### config.mk
export PLATFORM = sky130hd
export DESIGN_NAME = axi_aw_arbiter
export DESIGN_NICKNAME = d
export VERILOG_FILES = /design/src/rtl/axi_pkg.sv /design/src/rtl/rr_arbiter.sv /design/src/rtl/axi_aw_arbiter.sv
export SDC_FILE = /design/constraint.sdc
export NUM_CORES = 1
export LEC_CHECK = 0
export CORE_AREA = 3 3 133 135
export CTS_BUF_LIST = sky130_fd_sc_hd__clkbuf_4
export CTS_CLUSTER_DIAMETER = 120
export CTS_CLUSTER_SIZE = 40
export DETAILED_ROUTE_END_ITERATION = 6
export DIE_AREA = 0 0 136 138
export PLACE_DENSITY_LB_ADDON = 0.05
export SLEW_MARGIN = 10
export SYNTH_ARGS = -nofsm -noshare
export SYNTH_HDL_FRONTEND = slang
export SYNTH_SLANG_ARGS = --single-unit
### constraint.sdc
create_clock -name clk -period 8.53 [get_ports clk]
set_input_delay 2.559 -clock clk [delete_from_list [all_inputs] [get_ports clk]]
set_output_delay 2.559 -clock clk [all_outputs]
set_load 0.005 [all_outputs]
### src/rtl/axi_pkg.sv
// AXI AW field widths and the fixed-width part of the AW beat; awid/awaddr widths are per-instance.
// Latency: n/a. Backpressure: n/a.
package axi_pkg;

    localparam int AXI_LEN_W   = 4;
    localparam int AXI_SIZE_W  = 3;
    localparam int AXI_BURST_W = 2;
    localparam int AXI_LOCK_W  = 2;
    localparam int AXI_CACHE_W = 4;
    localparam int AXI_PROT_W  = 3;
    localparam int AXI_QOS_W   = 4;

    typedef struct packed {
        logic [AXI_LEN_W-1:0]   awlen;
        logic [AXI_SIZE_W-1:0]  awsize;
        logic [AXI_BURST_W-1:0] awbrust;
        logic [AXI_LOCK_W-1:0]  awlock;
        logic [AXI_CACHE_W-1:0] awcache;
        logic [AXI_PROT_W-1:0]  awprot;
        logic [AXI_QOS_W-1:0]   awqos;
    } aw_ctl_t;

endpackage

### src/rtl/rr_arbiter.sv
// Round-robin picker: first set request at or after ptr, wrapping modulo NUM_REQ.
// Latency: combinational. Backpressure: none.
module rr_arbiter #(
    parameter int NUM_REQ = 4,
    parameter int IDX_W   = $clog2(NUM_REQ)
) (
    input  logic [NUM_REQ-1:0] req,
    input  logic [IDX_W-1:0]   ptr,
    output logic [NUM_REQ-1:0] gnt,
    output logic [IDX_W-1:0]   idx
);

    always_comb begin : pick
        int             c;
        logic           found;
        logic [IDX_W-1:0] cand;
        gnt   = '0;
        idx   = '0;
        found = 1'b0;
        c     = 0;
        cand  = '0;
        for (int i = 0; i < NUM_REQ; i++) begin
            c = int'(ptr) + i;
            if (c >= NUM_REQ) c = c - NUM_REQ;
            cand = IDX_W'(c);
            if (!found && req[cand]) begin
                found     = 1'b1;
                gnt[cand] = 1'b1;
                idx       = cand;
            end
        end
    end

endmodule

### src/rtl/axi_aw_arbiter.sv
// N:1 AXI AW arbiter, round-robin, one registered output slot; AXI_AW_ID_TAG_EN tags m_awid with the winner.
// Latency: 1 cycle requester handshake -> m_awvalid. Backpressure: req_awready only while slot free or draining.
module axi_aw_arbiter
    import axi_pkg::*;
#(
    parameter int NUM_REQ      = 4,
    parameter int ID_MAX_WIDTH = 12,
    parameter int ADDR_WIDTH   = 32
) (
    input  logic                                     clk,
    input  logic                                     rst_n,
    input  logic [NUM_REQ-1:0]                       req_awvalid,
    output logic [NUM_REQ-1:0]                       req_awready,
    input  logic [NUM_REQ-1:0][ID_MAX_WIDTH-1:0]     req_awid,
    input  logic [NUM_REQ-1:0][ADDR_WIDTH-1:0]       req_awaddr,
    input  logic [NUM_REQ-1:0][AXI_LEN_W-1:0]        req_awlen,
    input  logic [NUM_REQ-1:0][AXI_SIZE_W-1:0]       req_awsize,
    input  logic [NUM_REQ-1:0][AXI_BURST_W-1:0]      req_awbrust,
    input  logic [NUM_REQ-1:0][AXI_LOCK_W-1:0]       req_awlock,
    input  logic [NUM_REQ-1:0][AXI_CACHE_W-1:0]      req_awcache,
    input  logic [NUM_REQ-1:0][AXI_PROT_W-1:0]       req_awprot,
    input  logic [NUM_REQ-1:0][AXI_QOS_W-1:0]        req_awqos,
    output logic                                     m_awvalid,
    input  logic                                     m_awready,
    output logic [ID_MAX_WIDTH-1:0]                  m_awid,
    output logic [ADDR_WIDTH-1:0]                    m_awaddr,
    output logic [AXI_LEN_W-1:0]                     m_awlen,
    output logic [AXI_SIZE_W-1:0]                    m_awsize,
    output logic [AXI_BURST_W-1:0]                   m_awbrust,
    output logic [AXI_LOCK_W-1:0]                    m_awlock,
    output logic [AXI_CACHE_W-1:0]                   m_awcache,
    output logic [AXI_PROT_W-1:0]                    m_awprot,
    output logic [AXI_QOS_W-1:0]                     m_awqos,
    output logic [$clog2(NUM_REQ)-1:0]               grant_idx,
    output logic                                     grant_done
);

    localparam int IDX_W = $clog2(NUM_REQ);

    typedef struct packed {
        logic [ID_MAX_WIDTH-1:0] awid;
        logic [ADDR_WIDTH-1:0]   awaddr;
        aw_ctl_t                 ctl;
    } aw_t;

    typedef enum logic {IDLE, HOLD} state_t;

    state_t           state_q, state_d;
    logic [IDX_W-1:0] rr_ptr_q, rr_ptr_d;
    logic [IDX_W-1:0] idx_q, idx_d;
    aw_t              aw_q, aw_d;

    logic             hs, arb_en;
    logic [IDX_W-1:0] ptr_inc, arb_ptr, arb_idx;
    logic [NUM_REQ-1:0] arb_gnt;
    logic [ID_MAX_WIDTH-1:0] sel_id;

    assign ptr_inc = (idx_q == IDX_W'(NUM_REQ - 1)) ? '0 : idx_q + 1'b1;
    assign hs      = (state_q == HOLD) && m_awready;
    assign arb_en  = (state_q == IDLE) || hs;
    // On a drain cycle the next winner is chosen with the pointer already advanced.
    assign arb_ptr = hs ? ptr_inc : rr_ptr_q;

    rr_arbiter #(.NUM_REQ(NUM_REQ), .IDX_W(IDX_W)) u_rr (
        .req (req_awvalid),
        .ptr (arb_ptr),
        .gnt (arb_gnt),
        .idx (arb_idx)
    );

`ifdef AXI_AW_ID_TAG_EN
    assign sel_id = {arb_idx, req_awid[arb_idx][ID_MAX_WIDTH-IDX_W-1:0]};
`else
    assign sel_id = req_awid[arb_idx];
`endif

    assign req_awready = (arb_en && rst_n) ? arb_gnt : '0;

    always_comb begin
        state_d  = state_q;
        rr_ptr_d = rr_ptr_q;
        idx_d    = idx_q;
        aw_d     = aw_q;
        if (hs) begin
            rr_ptr_d = ptr_inc;
            state_d  = IDLE;
        end
        if (arb_en && (|req_awvalid)) begin
            state_d             = HOLD;
            idx_d               = arb_idx;
            aw_d.awid           = sel_id;
            aw_d.awaddr         = req_awaddr[arb_idx];
            aw_d.ctl.awlen      = req_awlen[arb_idx];
            aw_d.ctl.awsize     = req_awsize[arb_idx];
            aw_d.ctl.awbrust    = req_awbrust[arb_idx];
            aw_d.ctl.awlock     = req_awlock[arb_idx];
            aw_d.ctl.awcache    = req_awcache[arb_idx];
            aw_d.ctl.awprot     = req_awprot[arb_idx];
            aw_d.ctl.awqos      = req_awqos[arb_idx];
        end
    end

    always_ff @(posedge clk or negedge rst_n) begin
        if (!rst_n) begin
            state_q  <= IDLE;
            rr_ptr_q <= '0;
            idx_q    <= '0;
            aw_q     <= '0;
        end else begin
            state_q  <= state_d;
            rr_ptr_q <= rr_ptr_d;
            idx_q    <= idx_d;
            aw_q     <= aw_d;
        end
    end

    assign m_awvalid  = (state_q == HOLD);
    assign grant_done = hs;
    assign grant_idx  = idx_q;
    assign m_awid     = aw_q.awid;
    assign m_awaddr   = aw_q.awaddr;
    assign m_awlen    = aw_q.ctl.awlen;
    assign m_awsize   = aw_q.ctl.awsize;
    assign m_awbrust  = aw_q.ctl.awbrust;
    assign m_awlock   = aw_q.ctl.awlock;
    assign m_awcache  = aw_q.ctl.awcache;
    assign m_awprot   = aw_q.ctl.awprot;
    assign m_awqos    = aw_q.ctl.awqos;

endmodule

# After elaboration in Yosys (flattened, before gate mapping)
# Cells that the tools add are included.
# word_totals
ff_bits,71
inputBits,271
output_inout_bits,74
elab_cells,108
# op_classes
addsub,8
n_lt_le_gt_ge,13
eq_ne,1
n_mux,54
bitwise_logic,4
n_reduce_logical,16
# op_table
cell,count
$bmux 32 s2,1
$mux 32,1
$mux 4,8
$bmux 12 s2,1
$bmux 4 s2,3
$mux 2,12
$lt 2x3->1 const B,5
$mux 1,13
$bmux 3 s2,2
$mux 12,1
$or 4x4->4,3
$logic_and 1x1->1,10
$ge 3x3->1 const B,3
$bmux 1 s2,4
$bmux 2 s2,2
$demux 1 s2,4
$ge 2x1->1 const B,4
$sub 2x1->2 const B,4
$add 2x2->3 const B,2
$mux 3,2
$reduce_or 4->1,1
$add 2x1->3 const B,1
$ge 2x3->1 const B,1
$logic_not 1->1,3
5 further kinds,5

# Longest topological paths before layout
# logic_depth
word_depth,19
depth_mapped,17
ltp_nobuf,12

# By module
# Synthesis repeated with hierarchy kept, for this count alone.
# unflattened
cells_unflattened,290
hier_area_um2,4814.6
# modules_own_cells
mod,instances,cells_each,area_each_um2,seq_area_each_um2
axi_aw_arbiter,1,242,4410.5,1776.7
rr_arbiter,1,48,404.1,0.0

# Least setup slack after synthesis
# Ideal clock, no wire load.
# synth_path
path_kind,input -> output
from,input port m_awready
to,output port req_awready[0]
arrival_time_ps,5030
t_required_ps,5971
setup_slack_ps,941
stages,13
path_buffers,4
cell_sequence,and4bb_4 or2_2 buf_2 inv_1 ha_1 clkbuf_1 nor4_1 o32ai_2 buf_2 buf_2 inv_1 a22oi_1 a31oi_1
# synth_via
elab_chain_len,17
elab_cells_between_ends,64
classes_between,7 x add/sub; 12 x order compare; 29 x mux; 3 x bitwise; 13 x reduce/logical
# synth_rtl
item,line_no,rtl
start: declaration,axi_aw_arbiter.sv:24,"input logic m_awready,"
$logic_and 1x1->1 (*),axi_aw_arbiter.sv:59,assign hs = (state_q == HOLD) && m_awready;
$mux 2 (*),--,
via arb_ptr[0],axi_aw_arbiter.sv:54,"logic [IDX_W-1:0] ptr_inc, arb_ptr, arb_idx;"
branches (longest 13 deep; another with $add 2x1->3),--,
$mux 4 (*),rr_arbiter.sv:26,if (!found && req[cand]) begin
$mux 4 (*),axi_aw_arbiter.sv:77,assign req_awready = (arb_en && rst_n) ? arb_gnt : '0;
end: declaration,axi_aw_arbiter.sv:13,"output logic [NUM_REQ-1:0] req_awready,"
# Mark *: on every way through the listed nets, which the timed path passes. The select of a mux whose other input is x is not followed.

# Worst setup path in the final report
# layout_path
from,input port m_awready
to,output port req_awready[1]
# The elaborated chain is that of the path after synthesis.

==> run_results.csv <==
group,metric,value,unit
global_routing,grt_usage,24.8,%
synthesis,ys_warn_count,0,
worst_setup_path,end_kind,"primary output",
worst_setup_path,crit_path_start_kind,"input port",
detailed_routing,drt_pass1_iterations,4,
placed_design,io_buffers,344,
worst_setup_path,critPathRequiredTime,5.97,ns
finish,layout-drive-gt1-share,4.13,%
synthesis,avgSynthCellArea,8.31,um2
worst_setup_path,rr_worst_depth,14,
worst_setup_path,crit_arrival,5.64,ns
worst_setup_path,cp_max_fo,7,
worst_setup_path,critPathBufInv,4,
detailed_routing,drt-initial-drc-count,382,
worst_setup_path,path_class,"input port to primary output",
job,maxCapViolCount,0,
worst_setup_path,cp_num_cells,11,
pwr,peakVddDrop,443,uV
synthesis,netlist.area_leader.share,27.8,%
detailed_routing,num_vias,6703,
synthesis,syn_area,6390,um2
finish,final_common_cell,"clkdlybuf4s50_1",
worst_setup_path,path_cells,"clkdlybuf4s50_1 > nand2_1 > mux2_2 > ha_1 > inv_1 > nor4_1 > o32ai_4 > inv_1 > a22oi_1 > a31oi_1 > clkdlybuf4s50_1",
pwr,power_leakage,4.45,nW
timing,worst_slew_pin_slew,1.01,ns
synthesis,synth.area.top_cells,"dfrtp_1 (28%), mux2i_1 (21%), a211oi_1 (16%), inv_1 (8.2%), o211ai_1 (8.1%)",
timing,setup_tns,0,ns
synthesis,seq_area_frac_synth,27.8,%
die,io_pins,345,
global_routing,antenna_found_initial,4,
timing,setup_violations,0,
clock_network,clkSinkCount,71,
finish,multi_input_area,3760,um2
synthesis,synth_nets,1049,
clock_network,clockBufferDepth,2,
pwr,p_per_area,325,nW/um2
global_routing,grt_pass1_wl,36800,um
finish,area_growth,56.8,%
detailed_routing,final_antenna_net_count,0,
clock_network,post_cts_buffers,0,
detailed_routing,vias_per_cell,5.20,
die,rows,47,
timing,fmax,122,MHz
synthesis,synth_top_area_cell,"dfrtp_1",
placed_design,dp_hpwl,17400,um
timing,fin_crit_sh,96.1,%
global_routing,overflow,0,
die,fp.dieH,138,um
clock_network,h-tree-depth,3,
timing,rsz0062_at_grt,"false",
detailed_routing,wirelength,24100,um
clock_network,clock_latency,0.46,ns
timing,drv_slew,0,
global_routing,first_global_vias,6358,
worst_setup_path,slowest_delay,0.52,ns
clock_network,clock-root-buffer,"clkbuf_4",
finish,layout_common_cells,"clkdlybuf4s50_1 (343), inv_1 (140), a211oi_1 (133), mux2i_1 (132), nand2_1 (77)",
placed_design,gp_congestion,0.832,
finish,seqCellArea,1780,um2
detailed_routing,wl_per_cell,18.7,um
clock_network,cts_resized,0,
run_status,outcome,"completed",
synthesis,synth_seq_cells,71,
timing,relSlewSlack,32.9,%
finish,finish.utilization,60.4,%
synthesis,synth_cell_types,42,
finish,n_fill_cell,1536,
worst_hold_path,hp-class,"flip-flop to flip-flop",
finish,nNetsFinal,1342,
die,die_area,18800,um2
clock_network,clkTransAtPathRegs,0.10,ns
clock_network,tritoncts,"done",
clock_network,cts_made_buffers,9,
timing,finalHoldViolCount,0,
clock_network,hold_buffers,0,
die,core_area,16600,um2
die,start_util,38.5,%
timing,layout_min_cycle_time,8.20,ns
global_routing,grt_max_degree,89,
timing,clock_skew,0.0218,ns
worst_setup_path,cpMaxStageDelayCell,"clkdlybuf4s50_1",
pwr,power,3.26,mW
die,die_x,136,um
worst_setup_path,cp_top_family,"buffers and inverters",
synthesis,synth_cells,769,
worst_hold_path,hold-path-cell-count,2,
detailed_routing,drcViolationCount,0,
synth_stat cells, drive strengths merged:
library cell	count
a21oi	1
or2	3
o21ai	6
o32ai	1
buf	24
nor3	1
mux4	2
ha	9
o2111a	2
nand3b	6
o41ai	1
a221oi	1
a2bb2oi	1
mux2i	132
a41oi	1
and4	1
nor2	3
a21o	1
mux2	3
or3	1
a21boi	2
nor2b	2
nand2	77
a211oi	134
nor4	3
and4bb	1
o211ai	69
inv	141
nand2b	5
a311o	1
a31oi	4
clkbuf	53
dfrtp	71
o22ai	2
a22oi	4
stage by stage:
stage	hold WS [ns]	setup slack, ns	cell area [um2]	cells
CTS	0.521	0.332	10000	1285
finish	0.514	0.333	10000	1288
global route	0.536	0.0865	10000	1288
detailed placement	0.495	0.349	9910	1271
floorplan	0.498	0.941	6390	769
global placement	0.487	0.367	9910	1271
where the power goes:
part           internal, mW  leakage [nW]  switching, mW  total (mW)
Combinational          1.16          3.53           1.30        2.47
Sequential            0.510         0.867         0.0924       0.602
Clock                0.0611        0.0577          0.126       0.187
Total                  1.74          4.45           1.52        3.26
kinds of logic after synthesis:
kind of cell    after synthesis  synth area share (%)
compound gates              231                  27.2
buf+inv                     218                  14.1
mux                         137                  21.9
simple gates                103                  7.25
flops                        71                  27.8
fa+ha+maj                     9                  1.76
worst paths after layout:
path | start | end | slack (ns)
worst min register to register | m_awaddr[22] | m_awaddr[22] | 0.51
worst max register to register | grant_idx[0] | m_awaddr[1] | 3.37
max in group asynchronous | rst_n | m_awaddr[9] | 5.52
min in group asynchronous | rst_n | m_awvalid | 2.30
worst min-delay path | m_awaddr[22] | m_awaddr[22] | 0.51
worst max-delay path | m_awready | req_awready[1] | 0.33
worst register-to-register path: stages, from the launching register on:
cell and delay (ns):
dfrtp_1 0.46, ha_1 0.23, and4bb_4 0.35, or2_2 0.15
inv_1 0.06, ha_1 0.35, buf_4 0.18, o2111a_1 0.14
o32ai_4 0.26, buf_4 0.56, buf_4 0.75, a21oi_1 0.20
nand2b_2 0.67, buf_4 0.50, o211ai_1 0.22
area by class of cell:
class	instances	area share, %
multi-input combinational	480	37.6
clock buffer	11	0.825
timing repair buffer	359	35.6
antenna	3	0.0750
sequential	71	17.7
inverter	141	5.29
clock inverter	3	0.125
tap	220	2.75
per-layer routing:
| layer | part of all wire [%] | global-route usage (%) |
|---|---|---|
| met4 | 1.7 | 7.06 |
| met5 | 0.054 | 0 |
| met3 | 7.9 | 7.38 |
| met1 | 40 | 30.1 |
| met2 | 50 | 42.2 |
registers in the layout (all words and copies together) (netlist names):
signal     count
m_awqos        4
m_awlock       2
m_awcache      4
m_awprot       3
rr_ptr_q       2
m_awlen        4
m_awbrust      2
grant_idx      2
m_awid        12
m_awsize       3
m_awvalid      1
m_awaddr      32
Note: power is estimated with default switching activity, not from simulation.
